### src/rtl/rr_arbiter8.sv
// Round-robin arbiter for 8 requesters with grant hold and an optional hold timeout.
// Grant, index and valid are registered so the shared resource sees a stable owner.
module rr_arbiter8 #(
    parameter int N        = 8,
    parameter int IDX_W    = 3,
    parameter int MAX_HOLD = 4,
    parameter int CNT_W    = 3
) (
    input  logic             clk,
    input  logic             rst_n,
    input  logic [N-1:0]     req,
    output logic [N-1:0]     gnt,
    output logic [IDX_W-1:0] gnt_idx,
    output logic             gnt_valid
);

    localparam logic [0:0] IDLE  = 1'b0;
    localparam logic [0:0] GRANT = 1'b1;

    localparam bit               TIMEOUT_EN = (MAX_HOLD != 0);
    localparam logic [CNT_W-1:0] HOLD_LAST  = CNT_W'((MAX_HOLD == 0) ? 0 : MAX_HOLD - 1);

    logic [0:0]       state, state_d;
    logic [IDX_W-1:0] ptr, ptr_d;
    logic [IDX_W-1:0] owner, owner_d;
    logic [CNT_W-1:0] cnt, cnt_d;
    logic [N-1:0]     gnt_d;
    logic [IDX_W-1:0] idx_d;
    logic             vld_d;
    logic [IDX_W-1:0] owner_inc;
    logic [N-1:0]     contenders;
    logic [IDX_W-1:0] win;
    logic             load;

    // First set bit of r searching upward from start; index arithmetic wraps since N is 2**IDX_W.
    function automatic logic [IDX_W-1:0] pick(input logic [N-1:0] r, input logic [IDX_W-1:0] start);
        logic [IDX_W-1:0] idx;
        logic [IDX_W-1:0] res;
        logic             found;
        res   = start;
        found = 1'b0;
        for (int i = 0; i < N; i++) begin
            idx = start + IDX_W'(i);
            if (!found && r[idx]) begin
                res   = idx;
                found = 1'b1;
            end
        end
        return res;
    endfunction

    assign owner_inc  = owner + IDX_W'(1);
    assign contenders = req & ~gnt;

    always_comb begin
        state_d = state;
        ptr_d   = ptr;
        owner_d = owner;
        cnt_d   = cnt;
        gnt_d   = gnt;
        idx_d   = gnt_idx;
        vld_d   = gnt_valid;
        win     = '0;
        load    = 1'b0;

        case (state)
            IDLE: begin
                if (|req) begin
                    win  = pick(req, ptr);
                    load = 1'b1;
                end
            end
            default: begin
                if (!req[owner]) begin
                    ptr_d = owner_inc;
                    if (|req) begin
                        win  = pick(req, owner_inc);
                        load = 1'b1;
                    end else begin
                        gnt_d   = '0;
                        vld_d   = 1'b0;
                        state_d = IDLE;
                    end
                end else if (TIMEOUT_EN && cnt == HOLD_LAST && |contenders) begin
                    // Old owner is masked out so it cannot win its own timeout.
                    ptr_d = owner_inc;
                    win   = pick(contenders, owner_inc);
                    load  = 1'b1;
                end else if (cnt != HOLD_LAST) begin
                    cnt_d = cnt + CNT_W'(1);
                end
            end
        endcase

        if (load) begin
            gnt_d   = {{(N-1){1'b0}}, 1'b1} << win;
            idx_d   = win;
            vld_d   = 1'b1;
            owner_d = win;
            cnt_d   = '0;
            state_d = GRANT;
        end
    end

    always_ff @(posedge clk or negedge rst_n) begin
        if (!rst_n) begin
            state     <= IDLE;
            ptr       <= '0;
            owner     <= '0;
            cnt       <= '0;
            gnt       <= '0;
            gnt_idx   <= '0;
            gnt_valid <= 1'b0;
        end else begin
            state     <= state_d;
            ptr       <= ptr_d;
            owner     <= owner_d;
            cnt       <= cnt_d;
            gnt       <= gnt_d;
            gnt_idx   <= idx_d;
            gnt_valid <= vld_d;
        end
    end

endmodule

### config.mk
export PLATFORM = sky130hd
export DESIGN_NAME = rr_arbiter8
export DESIGN_NICKNAME = d
export VERILOG_FILES = /design/src/rtl/rr_arbiter8.sv
export SDC_FILE = /design/constraint.sdc
export NUM_CORES = 1
export LEC_CHECK = 0
export BUFFER_PORTS_ARGS = -buffer_cell sky130_fd_sc_hd__buf_2
export CAP_MARGIN = 20
export CORE_MARGIN = 2
export CORE_UTILIZATION = 40
export CTS_BUF_LIST = sky130_fd_sc_hd__clkbuf_2 sky130_fd_sc_hd__clkbuf_4 sky130_fd_sc_hd__clkbuf_8
export CTS_CLUSTER_SIZE = 40
export DETAILED_ROUTE_END_ITERATION = 16
export SLEW_MARGIN = 20
export SYNTH_ARGS = -nofsm -noshare
export SYNTH_HDL_FRONTEND = slang
export SYNTH_SLANG_ARGS = --single-unit
### constraint.sdc
create_clock -name clk -period 4.5 [get_ports clk]
set_clock_uncertainty 0.15 [all_clocks]
set_input_delay 0.225 -clock clk [delete_from_list [all_inputs] [get_ports clk]]
set_output_delay 0.225 -clock clk [all_outputs]
set_load 0.02 [all_outputs]
### Yosys cells after proc, flatten, opt, wreduce, memory -nomap -nowiden

Cells that the tools add are included.

* word-level logic and storage cells: 274
* input bits: 10
* bits in registers: 19
* output and inout bits: 12

* muxes and demuxes: 175
* reductions and logical operators: 51
* $lt $le $gt $ge: 17
* equality and inequality tests: 6
* shift operators: 1
* $add $sub $neg: 16
* bitwise logic cells: 2

Operator list (number)
* two-way mux 1 bit: 113
* two-way mux 3 bit: 33
* binary-select mux 1 bit (select 3 bit): 25
* less-than comparator 3 x 4 -> 1 bit (second input constant): 17
* two-way mux 8 bit: 4
* adder 3 bit (second input constant): 8
* logical AND 1 bit: 22
* zero test 1 bit: 21
* OR reduction 8 bit: 2
* adder 3 x 1 -> 3 bit (second input constant): 4
* adder 3 x 2 -> 3 bit (second input constant): 4
* AND 8 bit: 1
* inverter 8 bit: 1
* << shifter 1 x 3 -> 8 bit (first input constant): 1
* inequality test 2 bit (second input constant): 3
* nonzero test 2 bit: 3
* AND reduction 4 bit: 1
* == test 3 x 2 -> 1 bit (second input constant): 1
* inequality test 3 x 2 -> 1 bit (second input constant): 1
* AND reduction 3 bit: 1
* inequality test 2 x 1 -> 1 bit (second input constant): 1
* AND reduction 2 bit: 1

### Logic depth before layout (Yosys ltp)

* depth after elaboration: 52
* gate-level depth with buffers: 15
* depth with buffers taken out: 11

### Worst setup path before layout

No wires, ideal clock.

* path type: register -> register
* from: register owner[0]
* to: register gnt[0]
* path slack: 0.350 ns
* buffers on the path: 3
* cell stages (with the launch flop): 15
* arrival time: 3.897 ns
* period minus slack after synthesis: 4.150 ns
* library setup time: 0.104 ns
* required time: 4.246 ns
* cells stage by stage: dfrtp_1 -> buf_6 -> inv_1 -> ha_1 -> buf_6 -> mux4_2 -> buf_6 -> or2_1 -> mux4_2 -> clkinv_2 -> o211a_1 -> a311oi_1 -> or4_4 -> a22o_4 -> o41ai_2

* word-level cells in the longest chain between the ends: 51
* elaborated cells on any way between the ends: 152
* classes of those cells: add/sub (8); eq/ne (2); shift (1); mux (111); reduce/logical (30)

RTL lines
* from (decl): line 25 `logic [IDX_W-1:0] owner, owner_d;`
* from (signal assigned): line 117 `owner <= owner_d;`
* adder 3 x 1 -> 3 bit *: line 52 `assign owner_inc = owner + IDX_W'(1);`
* named net owner_inc[0]: line 30 `logic [IDX_W-1:0] owner_inc;`
* binary-select mux 1 bit (select 3 bit): line 44 `if (!found && r[idx]) begin`
* two-way mux 1 bit (implied by the code): line 44
* two-way mux 1 bit: line 44
* two-way mux 1 bit (on tied branches): line 76, 84
* two-way mux 1 bit: line 74 `if (!req[owner]) begin`
* two-way mux 1 bit: line 66 `case (state)`
* [36 not listed]
* zero test 1 bit: line 44
* logical AND 1 bit: line 44
* two-way mux 3 bit: line 44
* two-way mux 3 bit (on tied branches): line 76, 84
* two-way mux 3 bit *: line 74
* two-way mux 3 bit *: line 66
* << shifter 1 x 3 -> 8 bit *: line 96 `gnt_d = {{(N-1){1'b0}}, 1'b1} << win;`
* two-way mux 8 bit *: line 95 `if (load) begin`
* to (signal assigned): line 119 `gnt <= gnt_d;`
* to (decl): line 12 `output logic [N-1:0] gnt,`

Mark *: on every way through the listed nets, which the timed path passes. The rest lies on a longest branch. The select of a mux whose other input is x is not followed.
A chain may end at the register's enable or synchronous reset.

### Final worst setup path

* from: register owner[1]
* to: register gnt[2]

* word-level cells in the longest chain between the ends: 51
* elaborated cells on any way between the ends: 152
* classes of those cells: add/sub (8); eq/ne (2); shift (1); mux (111); reduce/logical (30)

RTL lines (line)
* adder 3 x 1 -> 3 bit: 52
* binary-select mux 1 bit (select 3 bit): 44
* two-way mux 1 bit (implied by the code): 44
* two-way mux 1 bit: 44
* two-way mux 1 bit (on tied branches): 76, 84
* two-way mux 1 bit: 74
* two-way mux 1 bit: 66
* zero test 1 bit: 44
* [35 not listed]
* zero test 1 bit: 44
* logical AND 1 bit: 44
* two-way mux 3 bit: 44
* two-way mux 3 bit (on tied branches): 76, 84
* two-way mux 3 bit: 74
* two-way mux 3 bit: 66
* << shifter 1 x 3 -> 8 bit: 96
* two-way mux 8 bit: 95

Parallel ways exist; a longest one is shown, timed or not. The select of a mux whose other input is x is not followed.

==> results.cfg <==
[clock_network]
clk_pin_slew_ns = 0.07
cts_max_path_buffers = 2
clock_latency_ns = 0.25
htreeDepth = 1
tritoncts = yes
cts_buffers = 3
root_buffer = clkbuf_8
clkSinkCount = 19
post_cts_buffers = 0

[finish]
seqCellArea_um2 = 475
area_delta_synth_final_pct = 8.60
diodes = 0
multiInputGateArea_um2 = 2800
fill_cells = 800
drive_gt1_frac = 0.233
layout.nets = 429
fin_area_um2 = 3760

[drt]
drt_iter0_drc = 342
drcViolationCount = 0
routed_wl_um = 10400
viasPerCell = 6.74
wire_per_inst_um = 20.1
ant_nets = 0
first_pass_iters = 6
via_count = 3482

[yosys]
syn-cell-area_um2 = 3460
synth_top_flop_cell = dfrtp_1
seq_area_frac_synth = 0.137
syn_area_per_cell_um2 = 8.70
synth_warnings = 0
synth_cell_types = 73
synth-seq-cells = 19
synthCells = 398
async_flop_share = 1.00
syn_nets = 414
synth_edf_count = 0

[worst_setup_path]
crit_path_cell_trace = ha_1, mux4_1, nor4_1, nor4_2, nor3_2, o211a_1, a311oi_1, or4_4, a22oi_1, o41ai_1
cp_num_buf_inv = 0
critPathArrivalTime_ns = 4.23
cp-end-kind = register
path_delay_family = simple AND/OR/NAND/NOR gates
crit_type = reg -> reg
reg2reg_depth = 10
slowest_delay_ns = 0.72
critPathMaxFanout = 8
crit_cells = 10
reg2reg_slack_ns = 0.24
worst_ep_required_time_ns = 4.46
startpoint_type = register
cp_slowest_cell = mux4_1

[floorplan]
core_region_area_um2 = 8300
rows = 33
initial_core_util = 0.417
die_w_um = 97.0
io_pins = 22
fp.dieArea_um2 = 9410
die_h_um = 97.0

[place]
port-buffer-count = 21
place_area_um2 = 3690
dp_hpwl_um = 7890
gp_congestion = 0.913

[timing]
max_freq_ghz = 0.235
worst_pin_slew_ns = 0.769
finalHoldViolCount = 0
slew_headroom = 0.482
grt_setup_unrepaired = false
setup_viol = 0
drv_slew = 0
setup_tns_ns = 0
period_needed_ns = 4.26
fin_crit_sh = 0.948

[run_status]
run_status = complete, no violations

[global_routing]
grt_pass1_vias = 3335
grt.total_usage = 0.216
use_met3 = 0.0195
use_met1 = 0.313
grtUsageMet2 = 0.354
grt-ovfl-total = 0
top_usage_layer = met2
grt_pass1_wl_um = 17000
grt_max_degree = 21
antenna_found_initial = 0

[job]
cap_viol_max_count = 0

[hold_path]
hp-class = in -> async
==> metrics by stage <==
stage / instances / setup slack, ns / utilization / hold slack (ns)
3_3_place_gp: 512 / 0.385 / 0.444 / 0.0393
3_5_place_dp: 512 / 0.326 / 0.444 / 0.0446
5_1_grt: 517 / 0.0426 / 0.453 / 0.337
2_1_floorplan: 398 / 0.350 / - / -0.221
4_1_cts: 517 / 0.289 / 0.451 / 0.293
6_report: 517 / 0.236 / 0.453 / 0.295
==> metal layers <==
layer | up-vias | share of wire
met5 | - | 0
met2 | 127 | 0.47
met3 | 17 | 0.059
met4 | 0 | 0.014
met1 | 1747 | 0.46
li1 | 1591 | -
==> flip-flops by register name (all words and copies together), names as in the netlist <==
register,flops
state,1
gnt,8
cnt,3
owner,3
gnt_valid,1
ptr,3
==> placed cells by master, fill, tap and decap left out, types with 4 or more instances in the layout <==
| cell type | n |
|---|---|
| and2_1 | 7 |
| o21ai_0 | 19 |
| a21oi_1 | 18 |
| a31oi_1 | 7 |
| mux2i_1 | 14 |
| mux2_2 | 10 |
| nand2_1 | 38 |
| o31ai_1 | 4 |
| nor2b_1 | 16 |
| a21boi_0 | 4 |
| buf_2 | 21 |
| xnor2_1 | 6 |
| buf_4 | 19 |
| a32o_1 | 4 |
| ha_1 | 6 |
| nand3_1 | 9 |
| nor4_1 | 10 |
| nand2b_1 | 11 |
| a22oi_1 | 7 |
| mux4_2 | 28 |
| inv_1 | 10 |
| nor2_1 | 18 |
| dfrtp_1 | 19 |
| nor3_1 | 12 |
| o211ai_1 | 7 |
==> Yosys cell counts (4+ instances only) <==
master | n | share of area
buf_2 | 6 | 0.0087
a32o_1 | 4 | 0.012
mux4_2 | 28 | 0.18
a31oi_1 | 7 | 0.013
xnor2_1 | 7 | 0.018
nand2_1 | 38 | 0.041
ha_1 | 6 | 0.022
nor2_1 | 18 | 0.020
a21oi_1 | 18 | 0.026
a22oi_1 | 7 | 0.015
nand3_1 | 9 | 0.013
mux2i_1 | 14 | 0.040
nand2b_1 | 11 | 0.020
dfrtp_1 | 19 | 0.14
inv_1 | 10 | 0.011
and2_1 | 7 | 0.013
nor2b_1 | 16 | 0.029
clkbuf_1 | 18 | 0.020
nor3_1 | 12 | 0.017
a21boi_0 | 4 | 0.0087
o211ai_1 | 7 | 0.015
o31ai_1 | 4 | 0.0087
nor4_1 | 11 | 0.020
mux2_2 | 10 | 0.033
o21ai_0 | 19 | 0.027
==> kinds of logic (layout without fill, tap and decap cells) <==
kind of cell    count (synthesis)  after routing  synth area share
simple gates                  152            152             0.235
compound gates                111            111             0.237
mux                            55             55             0.278
buf+inv                        44             58            0.0589
flops                          19             19             0.137
xor+xnor                       11             11            0.0322
fa+ha+maj                       6              6            0.0217
==> cell type report <==
class,instances,share of cell area
Inverter,13,0.0133
Timing Repair Buffer,41,0.0686
Multi-Input combinational cell,335,0.744
Tap cell,105,0.0350
Clock buffer,4,0.0130
Sequential cell,19,0.126
==> path summary, 6_finish.rpt <==
kind,startpoint,to
worst min register to register,cnt[2],cnt[2]
worst max register to register,owner[1],gnt[2]
worst max-delay path,owner[1],gnt[2]
worst min-delay path,rst_n,gnt[4]
max in group asynchronous,rst_n,owner[1]
min in group clk,cnt[2],cnt[2]
==> worst reg2reg max path, cell delays in order (launching register included) <==
cell      delay (ns)
dfrtp_1         0.45
ha_1            0.43
mux4_1          0.72
nor4_1          0.36
nor4_2          0.15
nor3_2          0.38
o211a_1         0.24
a311oi_1        0.06
or4_4           0.55
a22oi_1         0.47
o41ai_1         0.17
==> repair_timing <==
item,4_1_cts,5_1_grt
hold buffers,1,0
hold endpoints to repair,19,0
gates resized for setup,0,2
endpoints found under the setup margin,0,4
Power is not shown: default switching activity piles up to over one toggle a cycle in this logic, so the estimate is an artifact.
